===== src/rtl/load_store_unit.sv =====
// Load/store unit: one outstanding access to a req/ack data memory, with lane steering and load extension.
// Define LSU_TIMEOUT_EN to add the bus_err port and a 255-cycle BUSY timeout.
module load_store_unit (
  input  logic        clk,
  input  logic        rst_n,
  input  logic        mem_read,
  input  logic        mem_write,
  input  logic [1:0]  size,
  input  logic        lb_lh,
  input  logic [31:0] addr,
  input  logic [31:0] wdata,
  output logic        stall,
  output logic [31:0] rdata,
  output logic        rdata_valid,
  output logic        misalign_exc,
`ifdef LSU_TIMEOUT_EN
  output logic        bus_err,
`endif
  output logic        dmem_req,
  output logic        dmem_we,
  output logic [3:0]  dmem_be,
  output logic [31:0] dmem_addr,
  output logic [31:0] dmem_wdata,
  input  logic        dmem_ack,
  input  logic [31:0] dmem_rdata
);

  typedef enum logic [1:0] {
    IDLE = 2'd0,
    BUSY = 2'd1,
    DONE = 2'd2
  } state_t;

  localparam logic [1:0] SZ_HALF = 2'b01;
  localparam logic [1:0] SZ_BYTE = 2'b10;

  state_t      state_reg, state_next;

  logic        is_req;
  logic        is_write;
  logic        misaligned;
  logic        start;
  logic        complete;
  logic [3:0]  be_calc;
  logic [31:0] wdata_calc;

  // Attributes of the access in flight, needed to extend the returning load data.
  logic [1:0]  ld_size_reg;
  logic        ld_sign_reg;
  logic [1:0]  ld_off_reg;
  logic        is_load_reg;

  logic [7:0]  byte_lane [4];
  logic [7:0]  byte_sel;
  logic [15:0] half_sel;
  logic [31:0] load_ext;

`ifdef LSU_TIMEOUT_EN
  logic [7:0]  tmo_cnt_reg;
  logic        timeout;
`endif

  assign is_req   = mem_read | mem_write;
  assign is_write = mem_write;

  always_comb begin
    misaligned = 1'b0;
    case (size)
      SZ_BYTE: misaligned = 1'b0;
      SZ_HALF: misaligned = addr[0];
      default: misaligned = (addr[1:0] != 2'b00);
    endcase
  end

  always_comb begin
    be_calc    = 4'b1111;
    wdata_calc = wdata;
    case (size)
      SZ_BYTE: begin
        be_calc    = 4'b0001 << addr[1:0];
        wdata_calc = {4{wdata[7:0]}};
      end
      SZ_HALF: begin
        be_calc    = addr[1] ? 4'b1100 : 4'b0011;
        wdata_calc = {2{wdata[15:0]}};
      end
      default: begin
        be_calc    = 4'b1111;
        wdata_calc = wdata;
      end
    endcase
  end

  genvar gi;
  generate
    for (gi = 0; gi < 4; gi++) begin : g_lane
      assign byte_lane[gi] = dmem_rdata[8*gi +: 8];
    end
  endgenerate

  assign byte_sel = byte_lane[ld_off_reg];
  assign half_sel = ld_off_reg[1] ? dmem_rdata[31:16] : dmem_rdata[15:0];

  always_comb begin
    load_ext = dmem_rdata;
    case (ld_size_reg)
      SZ_BYTE: load_ext = ld_sign_reg ? {{24{byte_sel[7]}}, byte_sel} : {24'h0, byte_sel};
      SZ_HALF: load_ext = ld_sign_reg ? {{16{half_sel[15]}}, half_sel} : {16'h0, half_sel};
      default: load_ext = dmem_rdata;
    endcase
  end

  // Next state and the combinational core-side handshake outputs.
  always_comb begin
    state_next   = state_reg;
    stall        = 1'b0;
    misalign_exc = 1'b0;
    start        = 1'b0;
    complete     = 1'b0;
`ifdef LSU_TIMEOUT_EN
    timeout      = 1'b0;
`endif
    case (state_reg)
      IDLE: begin
        if (is_req) begin
          if (misaligned) begin
            misalign_exc = 1'b1;
          end else begin
            stall      = 1'b1;
            start      = 1'b1;
            state_next = BUSY;
          end
        end
      end
      BUSY: begin
        stall = 1'b1;
        if (dmem_ack) begin
          complete   = 1'b1;
          state_next = DONE;
        end
`ifdef LSU_TIMEOUT_EN
        else if (tmo_cnt_reg == 8'd254) begin
          // This is the 255th BUSY cycle without ack; an ack here still wins.
          timeout    = 1'b1;
          state_next = DONE;
        end
`endif
      end
      DONE: state_next = IDLE;
      default: state_next = IDLE;
    endcase
  end

  always_ff @(posedge clk) begin
    if (!rst_n) begin
      state_reg   <= IDLE;
      dmem_req    <= 1'b0;
      dmem_we     <= 1'b0;
      dmem_be     <= 4'b0000;
      dmem_addr   <= 32'h0;
      dmem_wdata  <= 32'h0;
      rdata       <= 32'h0;
      rdata_valid <= 1'b0;
      ld_size_reg <= 2'b00;
      ld_sign_reg <= 1'b0;
      ld_off_reg  <= 2'b00;
      is_load_reg <= 1'b0;
`ifdef LSU_TIMEOUT_EN
      bus_err     <= 1'b0;
      tmo_cnt_reg <= 8'd0;
`endif
    end else begin
      state_reg   <= state_next;
      rdata_valid <= 1'b0;
`ifdef LSU_TIMEOUT_EN
      bus_err     <= 1'b0;
`endif
      if (start) begin
        dmem_req    <= 1'b1;
        dmem_we     <= is_write;
        dmem_be     <= be_calc;
        dmem_addr   <= {addr[31:2], 2'b00};
        dmem_wdata  <= wdata_calc;
        ld_size_reg <= size;
        ld_sign_reg <= lb_lh;
        ld_off_reg  <= addr[1:0];
        is_load_reg <= ~is_write;
`ifdef LSU_TIMEOUT_EN
        tmo_cnt_reg <= 8'd0;
`endif
      end
      if (complete) begin
        dmem_req <= 1'b0;
        if (is_load_reg) begin
          rdata       <= load_ext;
          rdata_valid <= 1'b1;
        end
      end
`ifdef LSU_TIMEOUT_EN
      if (timeout) begin
        dmem_req <= 1'b0;
        bus_err  <= 1'b1;
      end
      if (state_reg == BUSY && !dmem_ack && !timeout) begin
        tmo_cnt_reg <= tmo_cnt_reg + 8'd1;
      end
`endif
    end
  end

endmodule


===== config.mk =====
export PLATFORM = sky130hd
export DESIGN_NAME = load_store_unit
export DESIGN_NICKNAME = d
export VERILOG_FILES = /design/src/rtl/load_store_unit.sv
export SDC_FILE = /design/constraint.sdc
export NUM_CORES = 1
export LEC_CHECK = 0
export ABC_AREA = 1
export CELL_PAD_IN_SITES_DETAIL_PLACEMENT = 0
export CELL_PAD_IN_SITES_GLOBAL_PLACEMENT = 1
export CORE_MARGIN = 10
export CORE_UTILIZATION = 29
export DETAILED_ROUTE_END_ITERATION = 8
export PLACE_DENSITY = 0.86
export SLEW_MARGIN = 20
export SYNTH_ARGS = -nofsm -noshare
export SYNTH_HDL_FRONTEND = slang
export SYNTH_SLANG_ARGS = --single-unit

===== constraint.sdc =====
create_clock -name clk -period 1.9 [get_ports clk]
set_input_delay 0.19 -clock clk [delete_from_list [all_inputs] [get_ports clk]]
set_output_delay 0.19 -clock clk [all_outputs]
set_load 0.02 [all_outputs]

; ---- Yosys cells after proc, flatten, opt, wreduce, memory -nomap -nowiden
; Cells that the tools add are included.
[totals]
out_inout_bits = 105
reg_bits = 109
word_cells = 57
inputBits = 104
[classes]
eq_ne = 8
n_mux = 25
n_shift = 1
bitwise = 4
magnitude_cmp = 1
n_reduce_logical = 6
[op_table]
columns = operator, count
row1 = 32-bit one-hot mux with 2 select lines, 2
row2 = 32-bit 2-to-1 mux, 2
row3 = 8-bit binary-select mux with 2-bit select, 1
row4 = 16-bit 2-to-1 mux, 1
row5 = 8-bit 2-to-1 mux, 2
row6 = 1-bit 2-to-1 mux, 9
row7 = 4-bit one-hot mux with 2 select lines, 1
row8 = 2-bit by 1-bit equality test with 1-bit output (second input constant), 3
row9 = 2-bit 2-to-1 mux, 3
row10 = 2-bit inequality test (second input constant), 3
row11 = 2-bit equality test (second input constant), 2
row12 = 4-bit 2-to-1 mux, 1
row13 = 1-bit one-hot mux with 2 select lines, 2
row14 = 2-bit one-hot mux with 2 select lines, 1
row15 = 2-bit AND reduction, 2
row16 = 1-bit by 2-bit << shifter with 4-bit output (first input constant), 1
row17 = 3-bit greater-or-equal comparator (second input constant), 1
row18 = 2-bit inverter with 3-bit output, 1
row19 = 3-bit AND reduction, 1
row20 = 2-bit zero test, 1
row21 = 1-bit inverter, 2
row22 = 2-bit nonzero test, 1
row23 = 2-bit OR reduction, 1
row24 = 1-bit bitwise OR, 1

; ---- Logic depth before layout (Yosys ltp)
; Gate-level depths: netlist of the first run.
[logic_depth]
word_depth = 6
depth_mapped = 11
mapped_depth_nobuf = 10

; ---- Worst setup path before layout of the first run
; Ideal clock, no wire load.
[synth_timing]
kind = input -> output
startpoint = input port size[0]
endpoint = output port stall
t_required_ns = 1.710
n_path_buf = 1
path_stages = 8
t_arrival_ns = 1.291
path_slack_ns = 0.419
path_cell_list = inv_1 > ha_1 > inv_2 > o21ai_2 > inv_2 > nand2_2 > buf_2 > nand2_1
[synth_between]
elab_chain_cells = 5
elab_cells_between_ends = 6
classes_between = 2 x eq/ne / 4 x mux
[synth_rtl]
columns = item, line_no
row1 = "start, declared", 8  ; input logic [1:0] size,
row2 = 2-bit by 1-bit equality test with 1-bit output / 2-bit equality test (equally long branches), 68  ; case (size)
row3 = 1-bit one-hot mux with 2 select lines (*), 68
row4 = 1-bit 2-to-1 mux (*), 126  ; if (misaligned) begin
row5 = 1-bit 2-to-1 mux (*), 125  ; if (is_req) begin
row6 = 1-bit one-hot mux with 2 select lines (*), 123  ; case (state_reg)
row7 = "end, declared", 12  ; output logic stall,
; Mark *: on every way between the ends. The rest lies on a longest branch, timed or not.

; ---- Final worst setup path of the first run
[layout_timing]
startpoint = input port size[0]
endpoint = register dmem_wdata[14]
[layout_between]
elab_chain_cells = 5
elab_cells_between_ends = 7
classes_between = 2 x eq/ne / 5 x mux
[layout_rtl]
columns = item, line_no
row1 = 2-bit by 1-bit equality test with 1-bit output / 2-bit equality test (equally long branches), "68, 78"
row2 = 1-bit one-hot mux with 2 select lines, 68
row3 = 1-bit 2-to-1 mux, 126
row4 = 1-bit 2-to-1 mux, 125
row5 = 1-bit 2-to-1 mux, 123
row6 = "end signal, assigned", 183  ; dmem_wdata <= wdata_calc;
row7 = "end, declared", 23  ; output logic [31:0] dmem_wdata,
; Parallel ways exist; a longest one is shown, timed or not.
; A chain may end at the register's enable or synchronous reset.

==> results of run 1 <==
per-stage QoR:
stage	hold slack [ps]	utilization (%)	power, uW
2_1_floorplan	280.0	-	3644
4_1_cts	260.7	45.79	6704
6_report	255.9	45.76	6613
3_5_place_dp	454.8	43.76	4537
5_1_grt	285.9	45.76	6970
3_3_place_gp	447.7	43.76	4530
routing by layer:
metal / GRT usage, % / vias to the layer above / part of all wire, %
li1: - / 2665 / -
met1: 19.20 / 2299 / 43
met2: 24.40 / 177 / 45
met3: 7.263 / 6 / 11
met4: 3.176 / 2 / 0.38
met5: 0 / - / 0.061
repair_timing:
action	in CTS	in global routing
setup buffers	0	0
hold endpoints to repair	0	0
pin swaps	0	0
cloned	0	0
endpoints found under the setup margin	2	2
gates resized for setup	6	3
synth_stat cells (2+ instances only):
library cell and number:
or2_2 2, buf_6 3, a21oi_2 10, nand2_1 153
nor2_1 84, ha_1 4, o21ai_1 10, buf_4 5
o21ai_0 89, nand2_4 6, nor2_4 3, nand3_1 5
nand2_2 4, dfxtp_1 109, a21oi_1 125, inv_1 36
inv_2 6, buf_2 20, clkbuf_1 20
path summary, 6_finish.rpt:
check                      start  slack (ps)  cells past startpoint             end
setup reg to reg  ld_size_reg[0]         310                      6       rdata[15]
hold reg to reg   dmem_wdata[16]         460                      2  dmem_wdata[16]
hold / removal             rst_n         260                      3   ld_off_reg[1]
setup / recovery         size[0]         130                     10  dmem_wdata[14]
cell type report:
| type | instances | area, sq um |
|---|---|---|
| clock buffer | 11 | 242.7 |
| clock inverter | 5 | 91.34 |
| fill | 1684 | 9027 |
| inverter | 44 | 170.2 |
| multi-input combinational | 500 | 2359 |
| sequential | 109 | 2182 |
| tap | 220 | 275.3 |
| timing repair buffer | 234 | 2295 |
power breakdown:
| part | switching (uW) | total [uW] | internal [uW] |
|---|---|---|---|
| logic | 1050 | 1870 | 822 |
| clock network | 931 | 2150 | 1220 |
| registers | 105 | 2590 | 2490 |
| total | 2090 | 6610 | 4530 |
worst max-delay path, stage by stage:
cell,delay [ps]
clkdlybuf4s50_1,490
inv_1,60
ha_1,310
inv_2,90
o21ai_4,70
buf_4,140
nor2_4,160
buf_12,250
o21ai_0,120
a21oi_1,160
kinds of logic (layout without fill, tap and decap cells):
| logic type | Yosys count | count (layout) | synth area share, % |
|---|---|---|---|
| AO/OA/AOI/OAI | 235 | 235 | 24.60 |
| adder cells (fa/ha/maj) | 4 | 4 | 1.011 |
| buffers and inverters | 93 | 294 | 8.493 |
| flip-flops | 109 | 109 | 44.08 |
| other | 1 | 2 | 0.07576 |
| AND/OR/NAND/NOR | 259 | 259 | 21.74 |
==> impl_metrics.csv, run 1 <==
group,metric,value,unit
finish,top_regs,"dmem_wdata: 32 flops, rdata: 32 flops, dmem_addr: 30 flops",
run,drv_cap,0,
yosys,ys.flop_type,"dfxtp_1",
yosys,synth.area.top_cells,"dfxtp_1 (44%), a21oi_1 (13%), nand2_1 (12%)",
setup_path,worstPathArrival,2050,ps
pwr,leakage,0.003173,uW
yosys,syn_inst,701,
floorplanning,die_area,22690,sq um
global_route,grt_use_total,15.58,%
yosys,async_reset_ff_share,0,%
cts,clock_latency,350,ps
timing,setup-tns-final,0,ps
timing,post-route-period-util,93.31,%
timing,timing.final.ws_setup,127.1,ps
timing,fin_crit,1773,ps
finish,final_cell_mix,"clkdlybuf4s50_1 (203), nand2_1 (153), a21oi_1 (125)",
placed_design,place_area,7283,sq um
timing,hold_viol_final,0,
yosys,yosysWarnings,0,
pwr,powerDensity,868.4,nW/um^2
yosys,synthesis.area,4950,sq um
global_route,grt_first_pass_wirelength,28.04,mm
global_route,grt_pass1_vias,5041,
cts,cts_hold_buf,0,
finish,layout_commonest_cell,"clkdlybuf4s50_1",
routing,post_drt_wl_per_cell,16.10,microns
yosys,synth-edff-count,0,
placed_design,post-place-cells,1107,
global_route,grt_max_degree,53,
floorplanning,die_x,150.6,microns
timing,rsz0062_at_grt,"no",
setup_path,criticalPathCategory,"in2reg",
pwr,peakVddDrop,491.4,uV
placed_design,place_congestion,0.8088,
cts,clockRootBuffer,"clkbuf_16",
routing,dr_total_vias,5149,
cts,cts.clk_slew.worst_paths,80,ps
cts,numCtsBuffers,9,
setup_path,crit_path_start_kind,"input pin",
yosys,ys_seq_area_share,44.08,%
finish,drive_gt1_share,8.970,%
floorplanning,core_area,16640,sq um
yosys,synth.top_cell.area_share,44.08,%
finish,stdcell_area,7615,sq um
routing,drc,0,
placed_design,portBuffers,206,
run_status,outcome,"complete, no violations",
finish,final_nets,1006,
floorplanning,start_util,29.74,%
cts,cts_tree,"yes",
global_route,antenna_found_initial,1,
yosys,avgSynthCellArea,7.061,sq um
floorplanning,die_y,150.6,microns
timing,max_freq,0.5640,GHz
setup_path,cp.required,2180,ps
timing,clock_skew,6.424,ps
timing,finalMaxSlewViolations,0,
finish,final_cells,1123,
finish,diodes,0,
finish,syn_to_final_growth,53.84,%
yosys,ys_seq_elements,109,
routing,ant_nets,0,
routing,first_pass_iters,5,
floorplanning,pin_count,209,
cts,cts_buffer_depth,2,
routing,vias_per_cell,4.585,
placed_design,place_hpwl,13.44,mm
setup_path,worstSetupEndpointType,"flop",
yosys,yosysTopAreaCell,"dfxtp_1",
setup_path,path_max_fanout,52,
cts,h-tree-depth,3,
routing,drtIter0Drc,319,
routing,wl,18.08,mm
placed_design,place_worst_setup_slack,-311.9,ps
hold_path,hold_path_class,"in2reg",
global_route,overflow,0,
floorplanning,std_cell_rows,47,
yosys,yosys.cell_types.count,26,
timing,finalSetupViolCount,0,
cts,cts.sinks,109,
Power figures use the tool's default switching activity.
==> run 2: changes to the inputs <==
Settings changed: CORE_ASPECT_RATIO set to 1.2.
==> impl_metrics.csv, run 2 (synthesized netlist as in run 1, its figures left out) <==
group,metric,value,unit
run_status,outcome,"complete, no violations",
hold_path,hold_path_class,"in2reg",
placed_design,place_hpwl,13.62,mm
global_route,grt_first_pass_wirelength,28.35,mm
floorplanning,die_area,22720,sq um
placed_design,place_worst_setup_slack,-404.8,ps
routing,first_pass_iters,4,
pwr,combPwrFrac,29.4,%
routing,drc,0,
pwr,seqPwrFrac,40.4,%
global_route,antenna_found_initial,1,
run,drv_cap,0,
timing,fin_crit,1788,ps
routing,dr_total_vias,5184,
floorplanning,std_cell_rows,52,
pwr,clockPowerShare,30.2,%
finish,final_cells,1118,
routing,drtIter0Drc,274,
timing,finalMaxSlewViolations,0,
global_route,grt_max_degree,47,
cts,cts.sinks,109,
timing,setup-tns-final,0,ps
global_route,grt_use_total,15.39,%
pwr,switching_share,32.33,%
cts,numCtsBuffers,9,
timing,finalSetupViolCount,0,
routing,post_drt_wl_per_cell,16.18,microns
floorplanning,core_area,16850,sq um
pwr,leakage,0.003152,uW
routing,ant_nets,0,
cts,clockRootBuffer,"clkbuf_16",
setup_path,cp.required,2190,ps
global_route,overflow,0,
pwr,internal_power,4346,uW
placed_design,portBuffers,206,
timing,clock_skew,11.37,ps
setup_path,worstSetupEndpointType,"flop",
setup_path,criticalPathCategory,"in2reg",
finish,fill_cells,1710,
global_route,grt_pass1_vias,5101,
timing,whs,234.9,ps
timing,hold_viol_final,0,
routing,vias_per_cell,4.637,
timing,rsz0062_at_grt,"yes",
pwr,switching_power,2076,uW
placed_design,post-place-cells,1102,
cts,cts_tree,"yes",
cts,clock_latency,360,ps
routing,wl,18.09,mm
finish,drive_gt1_share,8.980,%
finish,final_nets,1006,
timing,post-route-period-util,94.08,%
timing,max_freq,0.5594,GHz
floorplanning,start_util,29.37,%
pwr,peakVddDrop,452.7,uV
setup_path,path_max_fanout,39,
finish,syn_to_final_growth,53.19,%
placed_design,place_congestion,0.7990,
finish,top_regs,"dmem_wdata: 32 flops, rdata: 32 flops, dmem_addr: 30 flops",
cts,cts.clk_slew.worst_paths,80,ps
finish,layout_commonest_cell,"clkdlybuf4s50_1",
floorplanning,die_x,139.3,microns
floorplanning,pin_count,209,
cts,cts_buffer_depth,2,
timing,timing.final.ws_setup,112.5,ps
finish,diodes,0,
floorplanning,die_y,163.1,microns
setup_path,worstPathArrival,2070,ps
finish,final_cell_mix,"clkdlybuf4s50_1 (203), nand2_1 (153), a21oi_1 (125)",
pwr,powerDensity,847.1,nW/um^2
cts,h-tree-depth,3,
setup_path,crit_path_start_kind,"input pin",
[run 2: cell count changes in the layout (fill, tap and decap cells not counted)]
cell and delta:
inv_8 -1, clkinv_4 +1, buf_4 -2, clkinvlp_4 +2, bufinv_16 -1, clkbuf_1 -1, buf_6 +2, clkbuf_8 -1
[run 2: layout make-up]
cell class	count	area, sq um	share of cell area (%)
well taps	216	270.3	3.564
clock buffers	9	225.2	2.970
repair buffers	234	2302	30.36
multi-input cells	500	2359	31.11
clock inverters	6	73.82	0.9736
flip-flops and latches	109	2182	28.78
inverters	44	170.2	2.244
[run 2: final timing paths]
check | startpoint | endpoint | slack (ps) | depth (start not counted)
setup / recovery | size[0] | dmem_wdata[10] | 110 | 10
hold / removal | rst_n | state_reg[1] | 230 | 3
setup reg to reg | ld_size_reg[0] | rdata[2] | 290 | 9
hold reg to reg | dmem_be[2] | dmem_be[2] | 460 | 2
[run 2: per-layer routing]
layer | vias to the layer above | share of wire (%) | track usage [%]
met5 | - | 0.061 | 0
met4 | 2 | 2.0 | 5.318
met3 | 25 | 8.5 | 6.012
met2 | 163 | 48 | 25.84
met1 | 2324 | 42 | 17.46
li1 | 2670 | - | -
[run 2: what timing repair did]
item,4_1_cts,5_1_grt
hold buffers,0,0
pin swaps,1,1
setup buffers,0,1
gates resized for setup,7,4
endpoints found under the setup margin,2,3
[run 2: critical path, cell delays in order]
cell and delay (ps):
clkdlybuf4s50_1 480, inv_1 60, ha_1 310, inv_2 90
o21ai_4 70, buf_4 140, nor2_4 230, buf_12 240
o21ai_0 100, a21oi_1 160
[run 2: power by group through the flow]
stage / Clock [uW] / Combinational (uW) / Sequential [uW]
CTS: 2000 / 1900 / 2600
floorplan: 0 / 779 / 2870
global placement: 0 / 1890 / 2640
global route: 2080 / 2080 / 2620
finish: 1940 / 1890 / 2600
detailed placement: 0 / 1890 / 2640
[run 2: through the flow]
stage / total power [uW] / area (sq um) / util, %
2_1_floorplan: 3644 / 4954 / -
3_3_place_gp: 4531 / 7271 / 43.15
3_5_place_dp: 4538 / 7271 / 43.15
4_1_cts: 6505 / 7580 / 44.98
5_1_grt: 6780 / 7582 / 45.00
6_report: 6423 / 7582 / 45.00
==> RTL change (settings of run 2) <==
Encoding of `state_t`: now one-hot (3 bits for 3 states).
--- a/src/rtl/load_store_unit.sv
+++ b/src/rtl/load_store_unit.sv
@@ -26,8 +26,8 @@
 );
 
-  typedef enum logic [1:0] {
-    IDLE = 2'd0,
-    BUSY = 2'd1,
-    DONE = 2'd2
+  typedef enum logic [2:0] {
+    IDLE = 3'b001,
+    BUSY = 3'b010,
+    DONE = 3'b100
   } state_t;
 
Formal check against the unedited RTL: no difference found for any inputs over 10 cycles, from zero or initial values and one cycle with rst_n low; not proved beyond that.
==> RTL change against run 2 <==
- synthesized area rose by 2.0%
- worst setup slack improved by 0.038 ns
- non-clock buffer count grew 3
- total power rose by 1.2%
- first-iteration DRC count grew 0.36%
- routed wire length increased by 1.5%
- combinational power grew 8%
- design area up 1.3%
- synthesized cell count rose by 3.9%
- sequential cell count is 1 higher
- largest cell class unchanged
==> RTL change: results (changes against run 2) <==
Buffers excl. clock - 237 (+1.3%)
first-pass GRT wire length - 28.5 mm (+0.68%)
slowest cell delay on critical path - 0.50 ns (+0.02 ns)
GRT Total Usage - 15.2% (-0.16 points)
worst reg2reg setup slack - 0.27 ns (-0.02 ns)
Leak Pwr - 3.24 nW (+2.8%)
R2R depth - 10 (+1)
met1 wire length - 7.73 mm (+2.6%)
outcome - finished clean
maximum fanout along the worst path - 4 (-90%)
met3 WL post-DR - 1.78 mm (+15%)
Non-clock inverters - 41 (-6.8%)
M3 GR Usage - 6.21% (+0.19 points)
Seq area share - 28.7% (-0.11 points)
crit path DAT - 1.56 ns (-0.51 ns)
area of the multi-input gates - 0.00242 mm2 (+2.4%)
Hold Path End - state_reg[0]$_SDFFE_PN1P_
metal2 WL - 8.70 mm (+0.65%)
Avg WL per Cell - 16.0 um (-1.1%)
Post-Synth Adder-Cell Area - 0.991% (-0.020 points)
Synth Area in Compound Gates - 20.0% (-4.6 points)
maximum vdd ir drop - 0.439 mV (-3.1%)
final clock skew - 0.00706 ns (-0.00432 ns)
Multi-In Gates - 528 (+5.6%)
synth cell count leaders - 154 x nand2_1, 129 x nor2_1, 120 x o21ai_0
sequential share of the synthesized area - 43.6% (-0.49 points)
initial antenna violation count - 0 (-1)
Place WS - -0.396 ns (+0.00832 ns)
Non-clock buffer share - 30.7% (+0.29 points)
# nets final - 1035 (+2.9%)
routing usage on met1 - 17.9% (+0.39 points)
DP HPWL - 13.8 mm (+1.2%)
largest net degree at the start of global routing - 66 (+40%)
via count - 5325 (+2.7%)
Combinational Power - 2.04 mW (+8%)
-- RTL change: how the worst max path moves through the flow --
stage | startpoint | end | slack [ns]
floorplan | size[0] | stall | 0.42
global route | size[0] | dmem_wdata[19]$_SDFFE_PN0P_ | 0.001
detailed placement | size[0] | misalign_exc | -0.40
finish | size[0] | stall | 0.15
global placement | size[0] | misalign_exc | -0.36
CTS | size[0] | misalign_exc | 0.08
-- RTL change: through the flow --
stage / total power [mW] / util, %
2_1_floorplan: 3.79 / -
3_3_place_gp: 4.74 / 43.6
3_5_place_dp: 4.76 / 43.6
4_1_cts: 6.60 / 45.2
5_1_grt: 6.89 / 45.2
6_report: 6.50 / 45.2
-- RTL change: timing repair --
| item | in CTS | in global routing |
|---|---|---|
| gates resized for setup | 10 | 1 |
| setup endpoints to repair | 2 | 36 |
| hold buffers | 0 | 0 |
-- RTL change: critical path: cells and delay by family --
kind	cells	cell delay (ns)
buffers and inverters	3	0.75
adder cells (fa/ha/maj)	1	0.28
AND/OR/NAND/NOR	4	0.33
